[config.mk]
export PLATFORM = sky130hd
export DESIGN_NAME = interrupt_ctrl_nch
export DESIGN_NICKNAME = d
export VERILOG_FILES = /design/src/rtl/interrupt_ctrl_nch.sv
export SDC_FILE = /design/constraint.sdc
export NUM_CORES = 1
export LEC_CHECK = 0
export CAP_MARGIN = 20
export CORE_ASPECT_RATIO = 2
export CORE_MARGIN = 3
export CORE_UTILIZATION = 30
export DETAILED_ROUTE_END_ITERATION = 8
export GPL_TIMING_DRIVEN = 1
export SYNTH_ARGS = -nofsm -noshare
export SYNTH_HDL_FRONTEND = slang
export SYNTH_SLANG_ARGS = --single-unit
[constraint.sdc]
create_clock -name CLK -period 1.58 [get_ports CLK]
set_clock_uncertainty 0.1 [all_clocks]
set_input_delay 0.158 -clock CLK [delete_from_list [all_inputs] [get_ports CLK]]
set_output_delay 0.158 -clock CLK [all_outputs]
set_load 0.02 [all_outputs]
[src/rtl/interrupt_ctrl_nch.sv]
// interrupt_ctrl_nch: multi-channel interrupt controller with per-channel
// synchronisers, edge/level and polarity select, pending latches, masking,
// lowest-index priority and an IRQ/ACK/EOI handshake to one consumer.
//
// Ports:
//   CLK      rising-edge clock
//   nRST     asynchronous active-low reset
//   EN       global enable; low forces IDLE and blocks new pending sets
//   INTR_IN  raw interrupt sources (may be asynchronous)
//   MASK     1 = channel may raise a request
//   ACK      consumer accepts the current request (honoured in REQ only)
//   EOI      consumer ends service (honoured in SERVICE only)
//   IRQ      registered request to the consumer
//   IRQ_ID   registered channel index of the current request/service
//   BUSY     registered: a request is in service
//   PENDING  edge latches plus live (enable-gated) level states

module interrupt_ctrl_nch #(
    parameter int                    C_CHANNELS    = 8,
    parameter int                    C_SYNC_STAGES = 2,
    parameter logic [C_CHANNELS-1:0] C_EDGE_MASK   = '1,
    parameter logic [C_CHANNELS-1:0] C_ACTIVE_MASK = '1,
    localparam int                   C_ID_W        =
        (C_CHANNELS > 1) ? $clog2(C_CHANNELS) : 1
) (
    input  logic                  CLK,
    input  logic                  nRST,
    input  logic                  EN,
    input  logic [C_CHANNELS-1:0] INTR_IN,
    input  logic [C_CHANNELS-1:0] MASK,
    input  logic                  ACK,
    input  logic                  EOI,
    output logic                  IRQ,
    output logic [C_ID_W-1:0]     IRQ_ID,
    output logic                  BUSY,
    output logic [C_CHANNELS-1:0] PENDING
);

    // Raw level that counts as "inactive" for each channel.
    localparam logic [C_CHANNELS-1:0] IDLE_LVL = ~C_ACTIVE_MASK;

    typedef enum logic [1:0] {
        S_IDLE,
        S_REQ,
        S_SRV
    } state_t;

    logic [C_CHANNELS-1:0] sync_w;
    logic [C_CHANNELS-1:0] act_w;
    logic [C_CHANNELS-1:0] prev_q;
    logic [C_CHANNELS-1:0] edge_w;
    logic [C_CHANNELS-1:0] set_w;
    logic [C_CHANNELS-1:0] clr_w;
    logic [C_CHANNELS-1:0] pend_q;
    logic [C_CHANNELS-1:0] pend_d;
    logic [C_CHANNELS-1:0] req_w;
    logic [C_ID_W-1:0]     win_w;
    logic                  ack_fire_w;

    state_t                state_q;
    logic                  irq_q;
    logic                  busy_q;
    logic [C_ID_W-1:0]     id_q;

    // Synchroniser chain; stages reset to the inactive level so an input
    // held active through reset produces one clean edge after release.
    generate
        if (C_SYNC_STAGES == 0) begin : g_nosync
            assign sync_w = INTR_IN;
        end else begin : g_sync
            logic [C_CHANNELS-1:0] sync_q [C_SYNC_STAGES];

            always_ff @(posedge CLK or negedge nRST) begin
                if (!nRST) begin
                    for (int i = 0; i < C_SYNC_STAGES; i++) begin
                        sync_q[i] <= IDLE_LVL;
                    end
                end else begin
                    sync_q[0] <= INTR_IN;
                    for (int i = 1; i < C_SYNC_STAGES; i++) begin
                        sync_q[i] <= sync_q[i-1];
                    end
                end
            end

            assign sync_w = sync_q[C_SYNC_STAGES-1];
        end
    endgenerate

    // Normalise polarity: 1 means active for every channel.
    assign act_w  = sync_w ^ IDLE_LVL;
    assign edge_w = act_w & ~prev_q & C_EDGE_MASK;
    assign set_w  = edge_w & {C_CHANNELS{EN}};

    assign ack_fire_w = (state_q == S_REQ) && EN && ACK;

    always_comb begin
        clr_w = '0;
        if (ack_fire_w) begin
            clr_w = (C_CHANNELS'(1) << id_q) & C_EDGE_MASK;
        end
    end

    // A new edge coinciding with ACK of the same channel must survive.
    assign pend_d = (pend_q & ~clr_w) | set_w;

    always_ff @(posedge CLK or negedge nRST) begin
        if (!nRST) begin
            prev_q <= '0;
            pend_q <= '0;
        end else begin
            prev_q <= act_w;
            pend_q <= pend_d;
        end
    end

    // Level channels read straight from the flop behind the synchroniser.
    assign PENDING = pend_q
                   | (prev_q & ~C_EDGE_MASK & {C_CHANNELS{EN}});

    assign req_w = PENDING & MASK;

    // Lowest set index wins: scan downwards so the last hit is the lowest.
    always_comb begin
        win_w = '0;
        for (int i = C_CHANNELS - 1; i >= 0; i--) begin
            if (req_w[i]) begin
                win_w = C_ID_W'(i);
            end
        end
    end

    always_ff @(posedge CLK or negedge nRST) begin
        if (!nRST) begin
            state_q <= S_IDLE;
            irq_q   <= 1'b0;
            busy_q  <= 1'b0;
            id_q    <= '0;
        end else if (!EN) begin
            state_q <= S_IDLE;
            irq_q   <= 1'b0;
            busy_q  <= 1'b0;
        end else begin
            unique case (state_q)
                S_IDLE: begin
                    if (|req_w) begin
                        state_q <= S_REQ;
                        irq_q   <= 1'b1;
                        id_q    <= win_w;
                    end
                end
                S_REQ: begin
                    if (ACK) begin
                        state_q <= S_SRV;
                        irq_q   <= 1'b0;
                        busy_q  <= 1'b1;
                    end
                end
                S_SRV: begin
                    if (EOI) begin
                        state_q <= S_IDLE;
                        busy_q  <= 1'b0;
                    end
                end
                default: begin
                    state_q <= S_IDLE;
                    irq_q   <= 1'b0;
                    busy_q  <= 1'b0;
                end
            endcase
        end
    end

    assign IRQ    = irq_q;
    assign BUSY   = busy_q;
    assign IRQ_ID = id_q;

endmodule

==> metrics.csv, run 1 <==
stage,metric,value,unit
job,max cap viols,0,
critical_path,sum of buffers and inverters on the critical path,1,
cts,# H-tree levels,2,
synth,post-synthesis sequential area ratio,71.0,%
global_routing,Tot GR Track Use,11.2,%
critical_path,critical path class,flop to output port,
critical_path,worst reg-to-reg setup slack,80,ps
die,io pins,34,
finish,Multi-input gate area,388,µm²
sta,Achievable Freq,653,MHz
min_path,hold_sp,INTR_IN[4],
finish,layout cells sized above 1,12.2,%
die,die height,102,µm
synth,top-count cell post-synth,dfrtp_1,
placed_design,Final GP Congestion,0.725,
routing,post-DR vias/cell,4.68,
power_and_ir_drop,Pwr Density,1250,nW/µm²
critical_path,worst-path fanout max,4,
routing,drt pass-1 iters,4,
synth,dominant synthesized flop cell,dfrtp_1,
global_routing,largest net degree at the start of global routing,21,
global_routing,total gr overflow,0,
die,number of core rows,34,
synth,Ys Warns,0,
die,Initial Util,31.4,%
sta,final slew viol count,0,
critical_path,r2r endpoint,IRQ_ID[0],
synth,leading area contributor after synthesis,dfrtp_1,
cts,clk slew on worst S/H paths,80,ps
synth,Post-Syn Area,1380,µm²
finish,Layout Utilization,44.3,%
die,core box area,4380,µm²
synth,"flops & latches, synth",39,
power_and_ir_drop,Static Leak,0.831,nW
placed_design,post-detail-place hpwl,2020,µm
sta,headroom to the max-slew limit,69.3,%
finish,Antenna diodes,0,
synth,Post-Syn Nets,129,
synth,post-synth cell types,19,
routing,Routed Antenna Nets,0,
global_routing,initial antenna violation count,0,
placed_design,pre-CTS setup slack,-115,ps
critical_path,"Arr. time, crit path",1270,ps
power_and_ir_drop,Peak VDD IR,0.968,mV
critical_path,worst r2r path cells,4,
synth,Synth Instances,108,
min_path,WHS Path Cells,1,
finish,# nets final,176,
critical_path,CP peak stage delay,610,ps
critical_path,Critical Path Stages,1,
global_routing,vias in the first global route,1052,
global_routing,M1 GR Usage,11.2,%
global_routing,grt peak-use layer,met2,
sta,setup violators final,0,
critical_path,worst r2r src,PENDING[5],
cts,clock tree sinks,39,
cts,TritonCTS clock tree,done,
cts,number of buffers created by CTS,5,
sta,post-route minimum period,1530,ps
routing,DRC,0,
global_routing,first-pass GRT wire length,4420,µm
sta,Final Cycle Share,97.0,%
critical_path,CP top delay family,buffers and inverters,
critical_path,worst path required time,1320,ps
global_routing,met3 Usage GRT,3.98,%
die,chip width,53.9,µm
global_routing,grt met2 use,19.3,%
routing,Detailed Route WL,2600,µm
sta,Worst-Margin Slew,461,ps
sta,RSZ-0062 raised after global routing,no,
synth,Synth top area share,71.0,%
sta,final worst slack,47.5,ps
critical_path,CP Capture Type,output port,
cts,worst skew pair latency,280,ps
synth,Synth Area per Inst,12.7,µm²
min_path,"Endpoint, Worst Hold",g_sync.sync_q[12],
critical_path,Setup crit start,PENDING[2],
finish,fill count,413,
synth,Post-synth EDFFs,0,
cts,Clock Tree Buf Depth,2,
routing,via count,982,
placed_design,Port Buffers,33,
sta,final hold violations,0,
synth,"top cells by count, synth","39 x dfrtp_1, 19 x nand2_1, 11 x o21ai_0, 8 x nand3b_1",
run_status,status,finished clean,
routing,WL/cell,12.4,µm
finish,Sequential Area,976,µm²
die,die area,5480,µm²
critical_path,slowest CP cell,clkdlybuf4s50_1,
routing,DR iter-0 viols,27,
min_path,Hold Crit Class,input port to flop,
critical_path,crit path cell chain,clkdlybuf4s50_1,
finish,Synth-to-Final Area Change,41.1,%
cts,Root Driver,clkbuf_8,
synth,Synth area leaders,"dfrtp_1 71%, nand2_1 5.2%, nand3b_1 4.4%",
critical_path,nature of the critical path startpoint,flop,
synth,asr flop ratio synth,100,%
==> final cells by class <==
cell class	count	share of cell area, %
Timing Repair Buffer	41	21.3
Multi-Input combinational cell	66	20.0
Clock inverter	3	1.03
Tap cell	54	3.48
Inverter	2	0.387
Sequential cell	39	50.3
Clock buffer	5	3.55
==> per-stage QoR <==
stage          TNS, ps  hold slack, ps  std cells  cell area [µm²]  total power [W]
2_1_floorplan        0            -238        108             1380          0.00150
3_3_place_gp      -358            29.1        201             1830          0.00182
3_5_place_dp      -753            43.2        201             1830          0.00184
4_1_cts              0             198        210             1920          0.00246
5_1_grt              0             192        210             1940          0.00256
6_report             0             212        210             1940          0.00242
==> cell usage in the layout, fill, tap and decap left out, types with 2 or more instances in the layout <==
master           count
dfrtp_1             39
clkdlybuf4s50_1     21
nand2_1             19
o21ai_0             11
nand3b_1             8
dlymetal6s2s_1       7
buf_4                6
a22oi_1              5
a21oi_1              5
clkbuf_8             5
dlygate4sd2_1        4
nand2b_1             3
or3_4                2
inv_1                2
o31ai_1              2
nor2_1               2
a32o_1               2
and2_1               2
clkinvlp_4           2
==> how the worst max path moves through the flow <==
stage	end	slack [ps]
after floorplan	PENDING[1]	200
after global placement	IRQ_ID[0]	-80
after global routing	PENDING[2]	10
after CTS	PENDING[5]	2
after detailed placement	PENDING[1]	-120
final	PENDING[2]	50
==> metal layers <==
metal  routed length [µm]  part of all wire [%]
met1                  930                    36
met2                 1410                    54
met3                  202                   7.8
met4                   59                   2.3
met5                    0                     0
==> flip-flops by register name, summed over array words and instances, names as in the netlist <==
signal and count:
IRQ_ID 3, g_sync.sync_q 8, IRQ 1, prev_q 8
BUSY 1, act_w 8, state_q 2, PENDING 8
==> power breakdown <==
part	internal [W]	switching, W
combinational	0.000267	0.000282
clock	0.000307	0.000335
sequential	0.00112	0.000110
total	0.00169	0.000727
==> what timing repair did <==
action	in CTS	in global routing
hold buffers	1	0
hold endpoints to repair	19	0
resized for setup	4	7
setup buffers	0	0
setup endpoints to repair	4	7
==> cell families after synthesis <==
| group | Yosys count | synth area share [%] |
|---|---|---|
| and+or+nand+nor | 38 | 15.4 |
| DFF | 39 | 71.0 |
| buffers and inverters | 3 | 0.819 |
| muxes | 1 | 0.728 |
| AOI/OAI and AO/OA | 27 | 12.1 |
Power figures use the tool's default switching activity.
==> run 2, diff against run 1 <==
Settings changed: PLACE_DENSITY set to 0.51.
==> metrics.csv, run 2 (same netlist as run 1, synthesis figures left out) <==
stage,metric,value,unit,change
run_status,status,finished clean,,unchanged
cts,clk slew on worst S/H paths,70,ps,was 80 ps
critical_path,CP peak stage delay,620,ps,was 610 ps
sta,final worst slack,70.3,ps,was 47.5 ps
sta,Final Cycle Share,95.5,%,was 97.0%
finish,Synth-to-Final Area Change,42.7,%,was 41.1%
power_and_ir_drop,register share of total power,50.4,%,was 50.7%
finish,layout cells sized above 1,15.6,%,was 12.2%
finish,# nets final,180,,was 176
routing,drt pass-1 iters,4,,unchanged
global_routing,grt peak-use layer,met2,,unchanged
sta,final slew viol count,0,,unchanged
finish,Layout Utilization,44.8,%,was 44.3%
sta,Worst-Margin Slew,489,ps,was 461 ps
critical_path,CP Capture Type,output port,,unchanged
die,core box area,4380,µm²,unchanged
min_path,"Endpoint, Worst Hold",g_sync.sync_q[14],,was g_sync.sync_q[12]
finish,Antenna diodes,0,,unchanged
cts,Clock Tree Buf Depth,2,,unchanged
finish,"commonest cells after routing, fill and taps aside","39 x dfrtp_1, 20 x clkdlybuf4s50_1, 19 x nand2_1, 11 x o21ai_0, 11 x buf_4",,"was 39 x dfrtp_1, 21 x clkdlybuf4s50_1, 19 x nand2_1, 11 x o21ai_0, 8 x nand3b_1"
global_routing,largest net degree at the start of global routing,40,,was 21
cts,worst skew pair latency,280,ps,about the same
global_routing,grt met2 use,20.7,%,was 19.3%
min_path,hold_sp,INTR_IN[6],,was INTR_IN[4]
global_routing,first-pass GRT wire length,4670,µm,was 4420 µm
min_path,Hold Crit Class,input port to flop,,unchanged
critical_path,slowest CP cell,clkdlybuf4s50_1,,unchanged
finish,fill count,429,,was 413
global_routing,Tot GR Track Use,11.9,%,was 11.2%
power_and_ir_drop,Clock Power Share,25.5,%,was 26.5%
routing,post-DR vias/cell,4.59,,was 4.68
critical_path,nature of the critical path startpoint,flop,,unchanged
power_and_ir_drop,Pwr Density,1250,nW/µm²,about the same
critical_path,sum of buffers and inverters on the critical path,1,,unchanged
die,die area,5480,µm²,unchanged
cts,Setup Buffers After CTS,0,,unchanged
critical_path,worst path required time,1320,ps,about the same
routing,Detailed Route WL,2950,µm,was 2600 µm
critical_path,worst r2r path cells,4,,unchanged
sta,post-route minimum period,1510,ps,was 1530 ps
finish,Post-Layout Cell Count,214,,was 210
cts,number of buffers created by CTS,5,,unchanged
cts,clock tree sinks,39,,unchanged
routing,DRC,0,,unchanged
sta,Achievable Freq,662,MHz,was 653 MHz
finish,Multi-input gate area,398,µm²,was 388 µm²
die,io pins,34,,unchanged
sta,final hold violations,0,,unchanged
routing,DR iter-0 viols,8,,was 27
critical_path,CP top delay family,buffers and inverters,,unchanged
critical_path,critical path class,flop to output port,,unchanged
job,max cap viols,0,,unchanged
critical_path,Setup crit start,IRQ,,was PENDING[2]
global_routing,initial antenna violation count,0,,unchanged
placed_design,Port Buffers,33,,unchanged
placed_design,pre-CTS setup slack,-118,ps,was -115 ps
sta,headroom to the max-slew limit,67.4,%,was 69.3%
global_routing,total gr overflow,0,,unchanged
cts,TritonCTS clock tree,done,,unchanged
placed_design,DP Cell Count,205,,was 201
global_routing,met3 Usage GRT,3.24,%,was 3.98%
finish,Sequential Area,976,µm²,unchanged
power_and_ir_drop,Static Leak,0.851,nW,was 0.831 nW
critical_path,crit path cell chain,clkdlybuf4s50_1,,unchanged
placed_design,post-detail-place hpwl,2200,µm,was 2020 µm
critical_path,worst reg-to-reg setup slack,110,ps,was 80 ps
routing,Routed Antenna Nets,0,,unchanged
power_and_ir_drop,switching share of power,30.2,%,was 30.1%
finish,"commonest non-fill, non-tap cell in the layout",dfrtp_1,,unchanged
die,die height,102,µm,unchanged
sta,Sum Neg Setup Slack,0,ps,unchanged
global_routing,M1 GR Usage,13.0,%,was 11.2%
global_routing,vias in the first global route,1008,,was 1052
die,number of core rows,34,,unchanged
routing,via count,982,,unchanged
critical_path,worst r2r src,state_q[1],,was PENDING[5]
cts,Root Driver,clkbuf_8,,unchanged
cts,# H-tree levels,2,,unchanged
power_and_ir_drop,Comb power frac,24.1,%,was 22.7%
routing,WL/cell,13.8,µm,was 12.4 µm
power_and_ir_drop,Peak VDD IR,0.698,mV,was 0.968 mV
min_path,WHS Path Cells,1,,unchanged
power_and_ir_drop,Pwr Total,0.00244,W,was 0.00242 W
sta,setup violators final,0,,unchanged
die,chip width,53.9,µm,unchanged
critical_path,worst-path fanout max,2,,was 4
power_and_ir_drop,Psw,0.000739,W,was 0.000727 W
power_and_ir_drop,Int Pwr,0.00170,W,was 0.00169 W
critical_path,"Arr. time, crit path",1250,ps,was 1270 ps
die,Initial Util,31.4,%,unchanged
placed_design,Final GP Congestion,0.756,,was 0.725
critical_path,r2r endpoint,PENDING[1],,was IRQ_ID[0]
[run 2: cell count changes in the layout (fill, tap and decap cells not counted), moves of 2 or more]
| cell | change |
|---|---|
| a22oi_1 | -2 |
| clkinv_2 | +2 |
| buf_4 | +5 |
| clkinvlp_4 | -2 |
| a22oi_2 | +2 |
[run 2: how the worst max path moves through the flow]
stage                  to  slack, ps  depth (start not counted)
2_1_floorplan  PENDING[1]        200                          4
3_3_place_gp    IRQ_ID[0]        -90                          6
3_5_place_dp    IRQ_ID[0]       -120                          6
4_1_cts        PENDING[3]          3                          1
5_1_grt         IRQ_ID[0]         -8                          5
6_report              IRQ         70                          1
[run 2: cell type report]
cell class	instances	area share, %
repair buffers	45	21.9
multi-input cells	66	20.3
well taps	54	3.44
inverters	2	0.383
clock buffers	5	3.51
flip-flops and latches	39	49.7
clock inverters	3	0.765
[run 2: per-stage QoR]
step	hold WS (ps)	cell area (µm²)
after floorplan	-238	1380
after CTS	198	1930
after global placement	126	1850
final	210	1960
after detailed placement	139	1850
after global routing	200	1960
[run 2: power groups by stage]
stage | combinational [W] | clock (W) | sequential (W)
CTS | 0.000602 | 0.000658 | 0.00123
global placement | 0.000617 | 0 | 0.00125
global route | 0.000648 | 0.000703 | 0.00126
detailed placement | 0.000623 | 0 | 0.00125
floorplan | 0.000173 | 0 | 0.00133
finish | 0.000589 | 0.000624 | 0.00123
[run 2: what timing repair did]
item | in CTS | in global routing
hold buffers | 1 | 0
gates resized for setup | 5 | 9
setup endpoints to repair | 5 | 8
hold endpoints to repair | 39 | 0
pin swaps | 0 | 0
[run 2: layer usage]
metal  wire [µm]  share of wire, %
met5           0                 0
met4          36               1.2
met3         205               6.9
met2        1630                55
met1        1080                36
==> run 3, diff against run 2 <==
--- a/config.mk
+++ b/config.mk
@@ -13,4 +13,6 @@
 export GPL_TIMING_DRIVEN = 1
 export PLACE_DENSITY = 0.51
+export REMOVE_ABC_BUFFERS = 1
+export SKIP_LAST_GASP = 1
 export SYNTH_ARGS = -nofsm -noshare
 export SYNTH_HDL_FRONTEND = slang
==> constraint.sdc (replaced) <==
create_clock -name CLK -period 1.58 [get_ports CLK]
set_clock_uncertainty 0.1 [all_clocks]
set_input_delay 0.237 -clock CLK [delete_from_list [all_inputs] [get_ports CLK]]
set_output_delay 0.237 -clock CLK [all_outputs]
set_load 0.02 [all_outputs]
==> metrics.csv, run 3 (same netlist as run 1, synthesis figures left out) <==
stage,metric,value,unit,change
cts,Root Driver,clkbuf_8,,unchanged
die,chip width,53.9,µm,unchanged
job,max cap viols,0,,unchanged
global_routing,total gr overflow,0,,unchanged
die,Initial Util,31.4,%,unchanged
critical_path,worst-path fanout max,5,,was 2
cts,clk slew on worst S/H paths,70,ps,about the same
cts,clock tree sinks,39,,unchanged
power_and_ir_drop,Comb power frac,24.1,%,about the same
placed_design,post-detail-place hpwl,2450,µm,was 2200 µm
power_and_ir_drop,Pwr Total,0.00270,W,was 0.00244 W
routing,via count,1028,,was 982
power_and_ir_drop,Clock Power Share,30.8,%,was 25.5%
power_and_ir_drop,Int Pwr,0.00193,W,was 0.00170 W
critical_path,sum of buffers and inverters on the critical path,0,,was 1
sta,RSZ-0062 raised after global routing,no,,
global_routing,Tot GR Track Use,13.6,%,was 11.9%
sta,final slew viol count,0,,unchanged
routing,drt pass-1 iters,4,,unchanged
power_and_ir_drop,Psw,0.000775,W,was 0.000739 W
power_and_ir_drop,Peak VDD IR,0.775,mV,was 0.698 mV
routing,DRC,0,,unchanged
finish,"commonest non-fill, non-tap cell in the layout",dfrtp_1,,unchanged
finish,"commonest cells after routing, fill and taps aside","39 x dfrtp_1, 19 x nand2_1, 19 x clkdlybuf4s50_1, 17 x buf_4, 13 x dlygate4sd2_1",,"was 39 x dfrtp_1, 20 x clkdlybuf4s50_1, 19 x nand2_1, 11 x o21ai_0, 11 x buf_4"
critical_path,CP Capture Type,flop,,was output port
die,number of core rows,34,,unchanged
min_path,WHS Path Cells,0,,was 1
placed_design,DP Cell Count,211,,was 205
cts,# H-tree levels,2,,unchanged
sta,headroom to the max-slew limit,68.0,%,was 67.4%
global_routing,initial antenna violation count,0,,unchanged
placed_design,Port Buffers,33,,unchanged
power_and_ir_drop,Pwr Density,1340,nW/µm²,was 1250 nW/µm²
run_status,status,finished clean,,unchanged
die,die height,102,µm,unchanged
cts,Clock Tree Buf Depth,2,,unchanged
cts,number of buffers created by CTS,5,,unchanged
global_routing,first-pass GRT wire length,5110,µm,was 4670 µm
finish,Antenna diodes,0,,unchanged
critical_path,nature of the critical path startpoint,flop,,unchanged
sta,Worst-Margin Slew,480,ps,was 489 ps
routing,WL/cell,14.5,µm,was 13.8 µm
sta,Final Cycle Share,93.9,%,was 95.5%
routing,post-DR vias/cell,4.67,,was 4.59
sta,post-route minimum period,1480,ps,was 1510 ps
critical_path,Critical Path Stages,4,,was 1
critical_path,worst path required time,1650,ps,was 1320 ps
finish,# nets final,186,,was 180
die,die area,5480,µm²,unchanged
die,io pins,34,,unchanged
critical_path,slowest CP cell,dfrtp_1,,was clkdlybuf4s50_1
finish,layout cells sized above 1,19.9,%,was 15.6%
routing,Routed Antenna Nets,0,,unchanged
routing,DR iter-0 viols,22,,was 8
critical_path,"Arr. time, crit path",1550,ps,was 1250 ps
die,core box area,4380,µm²,unchanged
critical_path,CP peak stage delay,440,ps,was 620 ps
cts,TritonCTS clock tree,done,,unchanged
power_and_ir_drop,register share of total power,45.1,%,was 50.4%
global_routing,largest net degree at the start of global routing,40,,unchanged
sta,final hold violations,0,,unchanged
routing,Detailed Route WL,3180,µm,was 2950 µm
global_routing,vias in the first global route,1100,,was 1008
critical_path,worst r2r path cells,4,,unchanged
critical_path,critical path class,flop to flop,,was flop to output port
power_and_ir_drop,switching share of power,28.7,%,was 30.2%
sta,Achievable Freq,674,MHz,was 662 MHz
cts,worst skew pair latency,280,ps,about the same
sta,setup violators final,0,,unchanged
critical_path,crit path cell chain,"nand2b_4, or3_4, o31ai_2, nand2_1",,was clkdlybuf4s50_1
finish,Synth-to-Final Area Change,47.0,%,was 42.7%
placed_design,Final GP Congestion,0.811,,was 0.756
power_and_ir_drop,Static Leak,0.863,nW,was 0.851 nW
finish,Post-Layout Cell Count,220,,was 214
critical_path,CP top delay family,simple AND/OR/NAND/NOR gates,,was buffers and inverters
min_path,Hold Crit Class,flop to flop,,was input port to flop
[run 3: changes by cell type in the layout (fill, tap and decap cells not counted)]
cell	change
a22oi_1	+1
a22oi_2	-1
buf_4	+6
bufinv_16	+1
clkbuf_8	+1
clkdlybuf4s50_1	-1
clkinv_2	-2
dlygate4sd2_1	+8
dlymetal6s2s_1	-7
o21ai_1	-1
o21ai_2	+1
o31ai_1	-2
o31ai_2	+2
[run 3: layout make-up]
class,instances,area [µm²]
Fill cell,423,2360
Clock inverter,2,35.0
Clock buffer,6,82.6
Multi-Input combinational cell,66,407
Sequential cell,39,976
Tap cell,54,67.6
Timing Repair Buffer,51,447
Inverter,2,7.51
[run 3: power by group through the flow]
stage          registers, W  clock network [W]  logic [W]
2_1_floorplan       0.00133                  0   0.000171
3_3_place_gp        0.00124                  0   0.000695
3_5_place_dp        0.00124                  0   0.000701
4_1_cts             0.00122           0.000868   0.000645
5_1_grt             0.00123           0.000919   0.000717
6_report            0.00122           0.000833   0.000652
[run 3: final timing paths]
path,start,to,slack (ps)
max,state_q[1],PENDING[0],100
min,g_sync.sync_q[10],act_w[2],250
max reg2reg,state_q[1],PENDING[0],100
min reg2reg,g_sync.sync_q[10],act_w[2],250
max in group asynchronous,nRST,g_sync.sync_q[15],620
min in group asynchronous,nRST,BUSY,420
[run 3: through the flow]
stage / setup slack [ps] / hold WS, ps / utilization (%) / setup TNS [ps] / cell area [µm²]
after floorplan: 196 / -159 / - / 0 / 1370
after global placement: -236 / 206 / 43.2 / -1720 / 1890
after detailed placement: -247 / 216 / 43.2 / -1940 / 1890
after CTS: 9.63 / 252 / 45.7 / 0 / 2000
after global routing: 2.25 / 261 / 46.1 / 0 / 2020
final: 96.6 / 250 / 46.1 / 0 / 2020
[run 3: repair_timing]
action | CTS | global route
hold endpoints to repair | 39 | 0
buffers inserted | 0 | 0
endpoints found under the setup margin | 13 | 5
resized for setup | 13 | 4
hold buffers | 1 | 0
[run 3: layer usage]
metal	global-route usage (%)	vias up	wire, µm	share of wire, %
li1	-	488	-	-
met5	0	-	0	0
met1	12.9	500	1040	33
met2	25.0	32	1870	59
met3	3.24	8	185	5.8
met4	7.87	0	89	2.8
